### src/rtl/sram_arb_pkg.sv
// Shared definitions for the two-requester SRAM port arbiter.
// Holds the default geometry of the shared memory, the requester count and
// the entry type carried down the read-response tracking pipeline.
package sram_arb_pkg;

    localparam int DEPTH        = 384;
    localparam int WIDTH        = 128;
    localparam int ADDR_BITS    = 9;
    localparam int READ_LATENCY = 1;
    localparam int NUM_REQ      = 2;

    // One tracking slot per cycle of read latency. A valid slot means a read
    // was accepted that many edges ago; err marks an out-of-range read that
    // never reached the memory and must answer with zero data.
    typedef struct packed {
        logic valid;
        logic id;
        logic err;
    } rsp_pipe_t;

endpackage

### src/rtl/sram_rr_pick.sv
// Two-way round-robin selection.
// Ports:
//   valid[1:0]  in   request present per requester
//   last_grant  in   requester granted on the most recent transfer
//   grant[1:0]  out  one-hot (or zero) grant
// A lone requester always wins; with both present, the one that did not win
// last time is chosen.
module sram_rr_pick (
    input  logic [1:0] valid,
    input  logic       last_grant,
    output logic [1:0] grant
);

    always_comb begin
        grant    = 2'b00;
        grant[0] = valid[0] & (~valid[1] | last_grant);
        grant[1] = valid[1] & (~valid[0] | ~last_grant);
    end

endmodule

### src/rtl/sram_port_arbiter.sv
// Arbitrates two requesters onto a single-port SRAM.
// Ports:
//   clk, rst                 clock and synchronous active-high reset
//   req_valid/req_ready[1:0] per-requester request handshake
//   req_we[1:0]              1 = write, 0 = read
//   req_addr0/1, req_wdata0/1 per-requester address and write data
//   rsp_valid/rsp_err[1:0]   per-requester read response (no backpressure)
//   rsp_data                 shared read data, qualified by rsp_valid
//   sram_csb/sram_web        active-low chip select / write enable
//   sram_addr/sram_din       memory address and write data
//   sram_dout                memory read data
//
// Handshake: a request transfers on a rising edge where req_valid[i] and
// req_ready[i] are both 1. req_ready is combinational from req_valid and the
// last grant, is never 1 for both requesters, and does not wait on anything
// else, so a requester may present a new request every cycle. Responses are
// delivered for exactly one cycle and cannot be stalled.
module sram_port_arbiter #(
    parameter int DEPTH        = sram_arb_pkg::DEPTH,
    parameter int WIDTH        = sram_arb_pkg::WIDTH,
    parameter int ADDR_BITS    = sram_arb_pkg::ADDR_BITS,
    parameter int READ_LATENCY = sram_arb_pkg::READ_LATENCY
) (
    input  logic                 clk,
    input  logic                 rst,
    input  logic [1:0]           req_valid,
    output logic [1:0]           req_ready,
    input  logic [1:0]           req_we,
    input  logic [ADDR_BITS-1:0] req_addr0,
    input  logic [ADDR_BITS-1:0] req_addr1,
    input  logic [WIDTH-1:0]     req_wdata0,
    input  logic [WIDTH-1:0]     req_wdata1,
    output logic [1:0]           rsp_valid,
    output logic [1:0]           rsp_err,
    output logic [WIDTH-1:0]     rsp_data,
    output logic                 sram_csb,
    output logic                 sram_web,
    output logic [ADDR_BITS-1:0] sram_addr,
    output logic [WIDTH-1:0]     sram_din,
    input  logic [WIDTH-1:0]     sram_dout
);

    import sram_arb_pkg::*;

    // One extra bit so DEPTH == 2**ADDR_BITS still compares correctly.
    localparam logic [ADDR_BITS:0] DEPTH_LIM = (ADDR_BITS + 1)'(DEPTH);

    logic                 last_grant_q, last_grant_d;
    rsp_pipe_t            pipe_q [READ_LATENCY];
    rsp_pipe_t            pipe_d;
    rsp_pipe_t            pipe_out;

    logic [1:0]           grant;
    logic                 fire;
    logic                 gid;
    logic                 sel_we;
    logic [ADDR_BITS-1:0] sel_addr;
    logic [WIDTH-1:0]     sel_wdata;
    logic                 in_range;

    sram_rr_pick u_pick (
        .valid      (req_valid),
        .last_grant (last_grant_q),
        .grant      (grant)
    );

    // No acceptance at all while reset is held.
    assign req_ready = rst ? 2'b00 : grant;
    assign fire      = |req_ready;
    assign gid       = req_ready[1];

    assign sel_we    = gid ? req_we[1]  : req_we[0];
    assign sel_addr  = gid ? req_addr1  : req_addr0;
    assign sel_wdata = gid ? req_wdata1 : req_wdata0;
    assign in_range  = {1'b0, sel_addr} < DEPTH_LIM;

    // Out-of-range requests are accepted but the memory is left idle, so a
    // bad write is dropped and a bad read is answered from the pipeline alone.
    always_comb begin
        sram_csb  = 1'b1;
        sram_web  = 1'b1;
        sram_addr = '0;
        sram_din  = '0;
        if (fire && in_range) begin
            sram_csb  = 1'b0;
            sram_web  = ~sel_we;
            sram_addr = sel_addr;
            sram_din  = sel_wdata;
        end
    end

    always_comb begin
        last_grant_d = last_grant_q;
        if (fire) begin
            last_grant_d = gid;
        end
        pipe_d       = '0;
        pipe_d.valid = fire & ~sel_we;
        pipe_d.id    = gid;
        pipe_d.err   = ~in_range;
    end

    always_ff @(posedge clk) begin
        if (rst) begin
            last_grant_q <= 1'b1;
            for (int i = 0; i < READ_LATENCY; i++) begin
                pipe_q[i] <= '0;
            end
        end else begin
            last_grant_q <= last_grant_d;
            pipe_q[0]    <= pipe_d;
            for (int i = 1; i < READ_LATENCY; i++) begin
                pipe_q[i] <= pipe_q[i-1];
            end
        end
    end

    // The last stage lines up with the memory's read data for that access.
    assign pipe_out = pipe_q[READ_LATENCY-1];

    always_comb begin
        rsp_valid = 2'b00;
        rsp_err   = 2'b00;
        rsp_data  = '0;
        if (!rst && pipe_out.valid) begin
            rsp_valid[pipe_out.id] = 1'b1;
            rsp_err[pipe_out.id]   = pipe_out.err;
            rsp_data               = pipe_out.err ? '0 : sram_dout;
        end
    end

endmodule

### config.mk
export PLATFORM = sky130hd
export DESIGN_NAME = sram_port_arbiter
export DESIGN_NICKNAME = d
export VERILOG_FILES = /design/src/rtl/sram_arb_pkg.sv /design/src/rtl/sram_rr_pick.sv /design/src/rtl/sram_port_arbiter.sv
export SDC_FILE = /design/constraint.sdc
export NUM_CORES = 1
export LEC_CHECK = 0
export CORE_AREA = 2 2 267 269
export CTS_CLUSTER_SIZE = 20
export DETAILED_ROUTE_END_ITERATION = 16
export DIE_AREA = 0 0 269 271
export HOLD_SLACK_MARGIN = 0.05
export PLACE_DENSITY = 0.3
export SLEW_MARGIN = 30
export SYNTH_ARGS = -nofsm -noshare
export SYNTH_HDL_FRONTEND = slang
export SYNTH_HIERARCHICAL = 1
export SYNTH_SLANG_ARGS = --single-unit
export TNS_END_PERCENT = 1
### constraint.sdc
create_clock -name clk -period 2.9 [get_ports clk]
set_clock_uncertainty 0.1 [all_clocks]
set_input_delay 0.29 -clock clk [delete_from_list [all_inputs] [get_ports clk]]
set_output_delay 0.29 -clock clk [all_outputs]
set_load 0.01 [all_outputs]
Word-level counts from Yosys, hierarchy flattened
Memory sizes are Yosys's and may differ from the RTL's.
Index checks and enable logic that the tools add are counted.
{ "word_totals": {"ff_bits": 1, "mem_bits_rw": 3, "inputBits": 408, "output_inout_bits": 273, "wordCells": 41, "mem_count": 1} }
{ "classes": {"magnitude_cmp": 3, "mux": 19, "n_bitwise": 11, "reduce_logical": 6} }
{ "mem_list": {"columns": ["memory", "words", "width", "read_ports", "rd_ports_with_merged_regs", "write_ports", "line", "source"], "rows": [
  ["pipe_q", 1, 3, 1, 0, 1, "sram_port_arbiter.sv:49", "rsp_pipe_t pipe_q [READ_LATENCY];"]
]} }
{ "ops": {"columns": ["cell", "n"], "rows": [
  ["two-way mux 128 bit", 4],
  ["two-way mux 9 bit", 2],
  ["< comparator 9 bit, second input constant", 1],
  ["two-way mux 1 bit", 8],
  ["two-way mux 2 bit", 3],
  ["inverter 1 bit", 5],
  ["AND 1 bit", 3],
  ["logical AND 1 bit", 3],
  ["two-way mux 3 bit", 1],
  ["OR reduction 3 bit", 1],
  ["AND 2 bit", 1],
  ["< comparator 1 x 2 -> 1 bit, second input constant", 1],
  ["OR 1 bit", 2],
  ["OR reduction 2 bit", 1],
  ["demux 1 bit (select 1 bit)", 1],
  ["greater-or-equal comparator 1 bit, second input constant", 1],
  ["logical NOT 1 bit", 1]
]} }

Depth between registers and ports, before layout
Gate-level depths: netlist (run 1).
{ "depth": {"word_depth": 8, "ltp_mapped": 8, "mapped_depth_nobuf": 5} }

Cells and area by module
The synthesis (run 1) kept the hierarchy.
{ "by_module_without_submodules": {"columns": ["mod", "n_inst", "cells_each", "area_each_um2", "seq_area_each_um2"], "rows": [
  ["sram_port_arbiter", 1, 476, 3159.3, 80.1],
  ["sram_rr_pick", 1, 3, 18.8, 0.0]
]} }

Least setup slack after synthesis (run 1)
OpenSTA, ideal clock, no wires.
{ "synth_timing": {"kind": "input to output", "from": "in req_valid[1]", "to": "out sram_addr[2]", "arrival_ns": 1.362, "required_ns": 2.510, "setup_slack_ns": 1.148, "cell_stages": 8, "n_path_buf": 3, "path_cell_list": "a21boi_0 -> buf_2 -> nand2b_2 -> inv_2 -> o211ai_2 -> buf_4 -> buf_4 -> nor2_1"} }
{ "synth_lines": {"columns": ["element", "line", "source"], "rows": [
  ["from (decl)", "sram_port_arbiter.sv:26", "input logic [1:0] req_valid,"],
  ["to (decl)", "sram_port_arbiter.sv:38", "output logic [ADDR_BITS-1:0] sram_addr,"]
]} }

Worst setup path after layout (run 1)
{ "layout_timing": {"from": "in req_valid[1]", "to": "out sram_din[44]"} }
{ "layout_via": {"word_cells_on_any_way": 11, "cone_classes": "order compare (1); mux (4); bitwise (4); reduce/logical (2)"} }
{ "layout_lines": {"columns": ["element", "line", "source"], "rows": [
  ["AND 1 bit *", "sram_rr_pick.sv:17", "grant[1] = valid[1] & (~valid[0] | ~last_grant);"],
  ["named net grant[1]", "sram_port_arbiter.sv:53", "logic [1:0] grant;"],
  ["two-way mux 2 bit *", "sram_port_arbiter.sv:68", "assign req_ready = rst ? 2'b00 : grant;"],
  ["two-way mux 9 bit", "sram_port_arbiter.sv:73", "assign sel_addr = gid ? req_addr1 : req_addr0;"],
  ["< comparator 9 bit", "sram_port_arbiter.sv:75", "assign in_range = {1'b0, sel_addr} < DEPTH_LIM;"],
  ["logical AND 1 bit", "sram_port_arbiter.sv:84", "if (fire && in_range) begin"],
  ["two-way mux 128 bit *", "sram_port_arbiter.sv:84", null],
  ["to (decl)", "sram_port_arbiter.sv:39", "output logic [WIDTH-1:0] sram_din,"]
]} }
Mark *: on every way through the listed nets, which the timed path passes. The rest lies on a longest branch.

==> results.toml, run 1 <==
[floorplan]
start_util_pct = 4.55
die-width_um = 269
die-area_um2 = 72900
ios = 681
row_count = 97
fp.dieH_um = 271
core_area_um2 = 69800

[setup_path]
r2r-end = "pipe_q[0][2]"
worstPathRequired_ns = 2.51
critPathKind = "input pin to output port"
crit_family = "buffers and inverters"
end_kind = "output port"
critPathLaunch = "req_valid[1]"
reg2reg_slack_ns = 1.52
crit_buf_inv = 4
timing.rr.start = "last_grant_q"
cp_common_cell = "clkdlybuf4s50_1"
path_cells = "clkdlybuf4s50_1 > a21boi_4 > buf_6 > buf_12 > mux2i_2 > nor2_1 > clkdlybuf4s50_1"
cp.depth = 7
cp-start-kind = "input pin"
crit_end = "sram_din[44]"
cp_slowest_stage_delay_ns = 0.49
path_max_fanout = 14
slowest_stage = "clkdlybuf4s50_1"
arrival_ns = 2.42
r2r_cells = 6

[power_and_ir_drop]
clock_power_share_pct = 11.9
swShare_pct = 32.3
peakVddDrop_mv = 0.144
p_comb_share_pct = 84.7
p_leak_nw = 4.18
power_switching_w = 0.000579
seqPwrFrac_pct = 3.4
p_int_w = 0.00121
power_density_nw_per_um2 = 156

[layout]
layout.nets = 1565
fill_cells = 7866
drive_gt1_share_pct = 5.28
utilization_pct = 16.5
syn2layout_area_growth_pct = 263

[flow_run]
maxCapViolCount = 0

[logic_synthesis]
yosysWarnings = 6
ys_async_sr_fraction_pct = 0
synth_flop_cell = "dfxtp_1"
synthesis.area_um2 = 3180
avgSynthCellArea_um2 = 6.63
synth_nets = 887
yosys_register_bits = 4
syn_inst = 479
ys_seq_area_share_pct = 2.52
synth_edf_count = 0
synth_cell_type_count = 23

[timing]
fin_crit_sh_pct = 96.9
slew_headroom_pct = 79.0
fin_setup_tns_ns = 0
setup_viol = 0
rsz0062_at_grt = "yes"
min_period_ns = 2.81
finalHoldViolCount = 0
tightestPinTransition_ns = 0.309
slew_viol_final = 0
max_freq_ghz = 0.356

[status]
outcome = "complete, no violations"

[place]
gp_congestion = 0.861
detailed_place_hpwl_mm = 37.6
port_buffers = 680

[routing]
routedWlPerCell_um = 19.2
vias = 6007
vias_per_cell = 2.86
drtPass1Iterations = 4
drcViolationCount = 0
drt-total-wl_mm = 40.3
ant_nets = 0
initialDrtViolationCount = 172

[clock_tree]
h-tree-depth = 1
cts.sinks = 4
clk_pin_slew_ns = 0.03
clockBufferDepth = 2
clk_latency_ns = 0.22
numCtsBuffers = 3
hold_buffers = 0
cts_root_buffer = "clkbuf_16"
cts-resized-gates = 2
cts_tree = "done"
postCtsSetupBuffers = 0

[global_route]
grt_pass1_wl_mm = 51.4
grt_max_degree = 47
grt.overflow.total = 0
grt_pass1_vias = 6349
grt_use_total_pct = 10.2
antenna_found_initial = 24

[hold_path]
holdCritPathClass = "register to register"
## cells in the final DEF (no fill, tap or decap), types with 2 or more instances in the layout
master	instances
and2_1	130
buf_12	16
buf_4	30
clkbuf_16	3
clkdlybuf4s50_1	671
dfxtp_1	4
diode_2	4
inv_1	4
mux2i_1	135
mux2i_2	2
nand2_1	2
nand2b_2	2
nor2_1	140
## final cells by class
cell class / count / area (um^2) / area share (%)
Multi-Input combinational cell: 424 / 2880 / 25.0
Inverter: 5 / 18.8 / 0.163
Tap cell: 940 / 1180 / 10.2
Timing Repair Buffer: 719 / 7290 / 63.2
Antenna cell: 4 / 10.0 / 0.0869
Clock buffer: 3 / 75.1 / 0.652
Sequential cell: 4 / 80.1 / 0.695
## sequential cells by signal, indices dropped and copies added, names as in the netlist
| register | cells |
|---|---|
| last_grant_q | 1 |
| pipe_q | 3 |
## per-stage QoR
step | hold WS (ns) | total power [W] | std cells | setup WS (ns) | area, um^2
3_3_place_gp | 0.419 | 0.00161 | 2092 | -0.161 | 11400
2_1_floorplan | 0.259 | 0.000515 | 479 | 1.15 | 3180
5_1_grt | 0.512 | 0.00191 | 2099 | -0.0229 | 11500
3_5_place_dp | 0.415 | 0.00160 | 2092 | -0.165 | 11400
4_1_cts | 0.423 | 0.00182 | 2095 | 0.00302 | 11500
6_report | 0.423 | 0.00179 | 2099 | 0.0909 | 11500
## cell usage after synthesis (2+ instances only)
cell type	n	area [um^2]
nand2_1	2	7.51
buf_4	15	113
inv_1	4	15.0
nor2_1	141	529
clkbuf_1	12	45.0
dfxtp_1	4	80.1
buf_2	19	95.1
mux2i_1	138	1380
and2_1	130	813
## routing by layer
| layer | routed length, um | part of all wire (%) | vias up | global-route usage [%] |
|---|---|---|---|---|
| li1 | - | - | 2898 | - |
| met1 | 12100 | 30 | 2626 | 8.66 |
| met2 | 23400 | 58 | 431 | 22.3 |
| met3 | 4100 | 10 | 52 | 3.20 |
| met4 | 733 | 1.8 | 0 | 1.67 |
| met5 | 0 | 0 | - | 0 |
## how the worst min path moves through the flow
stage / slack [ns] / depth (start not counted) / end / from
after floorplan: 0.26 / 1 / pipe_q[0][0] / rst
after global placement: 0.42 / 2 / last_grant_q / last_grant_q
after detailed placement: 0.41 / 2 / last_grant_q / last_grant_q
after CTS: 0.42 / 2 / last_grant_q / last_grant_q
after global routing: 0.51 / 2 / last_grant_q / last_grant_q
final: 0.42 / 2 / last_grant_q / last_grant_q
## cell families after synthesis
kind of cell | count (synthesis) | synth area share, %
and+or+nand+nor | 279 | 43.8
muxes | 138 | 43.5
buffers and inverters | 51 | 8.54
AOI/OAI and AO/OA | 7 | 1.69
DFF | 4 | 2.52
## worst min-delay path, delay by kind of cell, from the launching register on
kind                   cells  cell delay [ns]
AO/OA/AOI/OAI              1             0.08
buffers and inverters      1             0.06
flip-flops                 1             0.33
## power by group through the flow
stage | combinational (W) | sequential (W) | clock (W)
6_report | 0.00152 | 0.0000616 | 0.000213
5_1_grt | 0.00163 | 0.0000622 | 0.000223
4_1_cts | 0.00155 | 0.0000616 | 0.000216
3_5_place_dp | 0.00154 | 0.0000623 | 0
3_3_place_gp | 0.00155 | 0.0000625 | 0
2_1_floorplan | 0.000454 | 0.0000608 | 0
(Power assumes the default switching activity.)
==> run 2: changes to the inputs <==
- CORE_AREA: 2 2 267 269 -> 2 2 266 268
- DIE_AREA: 0 0 269 271 -> 0 0 268 270
- clock period: 2.9 -> 2.6 ns (I/O delays scaled with it)
==> run 2 against run 1 <==
- total power increased by 7.9%
- via count rose by 0.13%
- routed wire length is 10% lower
- non-clock buffer count is 28 higher
- largest cell class unchanged
==> results.toml, run 2 (synthesis results as in run 1) <==
[timing]
fin_crit_sh_pct = 98.9
fin_setup_tns_ns = 0
slew_headroom_pct = 74.9
min_period_ns = 2.57
tightestPinTransition_ns = 0.377
rsz0062_at_grt = "yes"
finalHoldViolCount = 0
max_freq_ghz = 0.389
setup_ws_ns = 0.0275
setup_viol = 0
slew_viol_final = 0

[power_and_ir_drop]
swShare_pct = 34.2
p_total_w = 0.00193
peakVddDrop_mv = 0.102
power_density_nw_per_um2 = 171
p_comb_share_pct = 84.1
p_int_w = 0.00127
p_leak_nw = 5.41
power_switching_w = 0.000662
clock_power_share_pct = 12.3
seqPwrFrac_pct = 3.6

[layout]
largestRegisters = "pipe_q (3), last_grant_q (1)"
regMostFlops = "pipe_q"
fin_cells = 2126
layout_commonest_cell = "clkdlybuf4s50_1"
layout.nets = 1593
final_cell_mix = "clkdlybuf4s50_1 (409), dlygate4sd2_1 (160), mux2i_1 (138)"
drive_gt1_share_pct = 13.2
largest_reg_flops = 3
syn2layout_area_growth_pct = 257
final_area_um2 = 11300

[global_route]
grt_pass1_wl_mm = 48.2
grt.overflow.total = 0
grt_max_degree = 59
antenna_found_initial = 5
grt_use_total_pct = 9.20
grt_pass1_vias = 6289

[clock_tree]
clk_latency_ns = 0.22
clk_pin_slew_ns = 0.03
clockBufferDepth = 2
numCtsBuffers = 3
cts_root_buffer = "clkbuf_16"
cts.sinks = 4
h-tree-depth = 1
cts_tree = "done"

[floorplan]
fp.dieH_um = 270
ios = 681
die-width_um = 268
die-area_um2 = 72400
core_area_um2 = 69500
row_count = 97
start_util_pct = 4.57

[setup_path]
critPathKind = "input pin to output port"
critPathLaunch = "rst"
path_max_fanout = 17
timing.rr.start = "last_grant_q"
worstPathRequired_ns = 2.24
slowest_stage = "clkdlybuf4s50_1"
arrival_ns = 2.21
end_kind = "output port"
cp-start-kind = "input pin"
path_cells = "clkdlybuf4s50_1 > buf_6 > nand2b_2 > inv_4 > o211ai_4 > buf_12 > buf_6 > buf_12 > buf_16 > nor2_1 > clkdlybuf4s15_1"
cp_slowest_stage_delay_ns = 0.48

[place]
dpl_cell_area_um2 = 11400
port_buffers = 680
gp_congestion = 0.847
dp_cells = 2104
place_ws_ns = -0.411
detailed_place_hpwl_mm = 31.6

[routing]
ant_nets = 0
vias = 6015
drt-total-wl_mm = 36.1
drcViolationCount = 0
vias_per_cell = 2.83
initialDrtViolationCount = 142
drtPass1Iterations = 5
routedWlPerCell_um = 17.0

[status]
outcome = "complete, no violations"

[flow_run]
maxCapViolCount = 0

[hold_path]
min_from = "last_grant_q"
holdCritPathClass = "register to register"
==> run 2: cell types whose count changed in the layout (fill, tap and decap cells not counted), sizes merged <==
cell / previous run / this run
dlygate4sd2: 0 / 160
clkbuf: 3 / 68
buf: 47 / 71
dlymetal6s2s: 1 / 17
diode: 4 / 3
clkdlybuf4s50: 671 / 409
clkdlybuf4s15: 0 / 25
==> run 2: power groups by stage <==
stage / clock network (W) / logic, W / registers, W
2_1_floorplan: 0 / 0.000506 / 0.0000679
3_3_place_gp: 0 / 0.00172 / 0.0000700
3_5_place_dp: 0 / 0.00171 / 0.0000701
4_1_cts: 0.000240 / 0.00166 / 0.0000696
5_1_grt: 0.000245 / 0.00175 / 0.0000706
6_report: 0.000237 / 0.00163 / 0.0000700
==> run 2: worst paths after layout <==
check                                     to  slack (ns)  cells after the start
worst min register to register  last_grant_q        0.40                      2
worst max register to register  pipe_q[0][0]        1.06                      6
worst min-delay path            last_grant_q        0.40                      2
worst max-delay path            sram_din[27]        0.03                     11
==> run 2: final cells by class <==
| class | instances | area (um^2) |
|---|---|---|
| Multi-Input combinational cell | 424 | 2880 |
| Fill cell | 7959 | 58200 |
| Timing Repair Buffer | 747 | 7100 |
| Antenna cell | 3 | 7.51 |
| Sequential cell | 4 | 81.3 |
| Inverter | 5 | 21.3 |
| Clock buffer | 3 | 75.1 |
| Tap cell | 940 | 1180 |
==> run 2: metal layers <==
| layer | wire length (um) | vias to the layer above | track usage [%] |
|---|---|---|---|
| li1 | - | 2960 | - |
| met1 | 14600 | 2721 | 10.9 |
| met2 | 18900 | 318 | 17.7 |
| met3 | 2390 | 12 | 1.60 |
| met4 | 167 | 4 | 0.515 |
| met5 | 21 | - | 0 |
==> run 2: through the flow <==
stage / utilization [%] / hold slack [ns]
after floorplan: - / 0.229
after global placement: 16.5 / 0.426
after detailed placement: 16.5 / 0.434
after CTS: 16.5 / 0.408
after global routing: 16.3 / 0.441
final: 16.3 / 0.397
==> run 2: critical path, delay by kind of cell <==
kind,cells,cell delay [ns]
buffers and inverters,8,1.46
AOI/OAI and AO/OA,1,0.25
and+or+nand+nor,2,0.21
==> run 2: what timing repair did <==
item	in CTS	in global routing
setup buffers	9	3
cloned	2	2
setup endpoints to repair	267	87
resized for setup	304	160
pin swaps	2	2
hold buffers	0	0
==> run 3: changes to the inputs <==
- CAP_MARGIN: unset -> 10
==> results of run 3 <==
No change in the layout: final DEF, timing and power equal those of run 2.
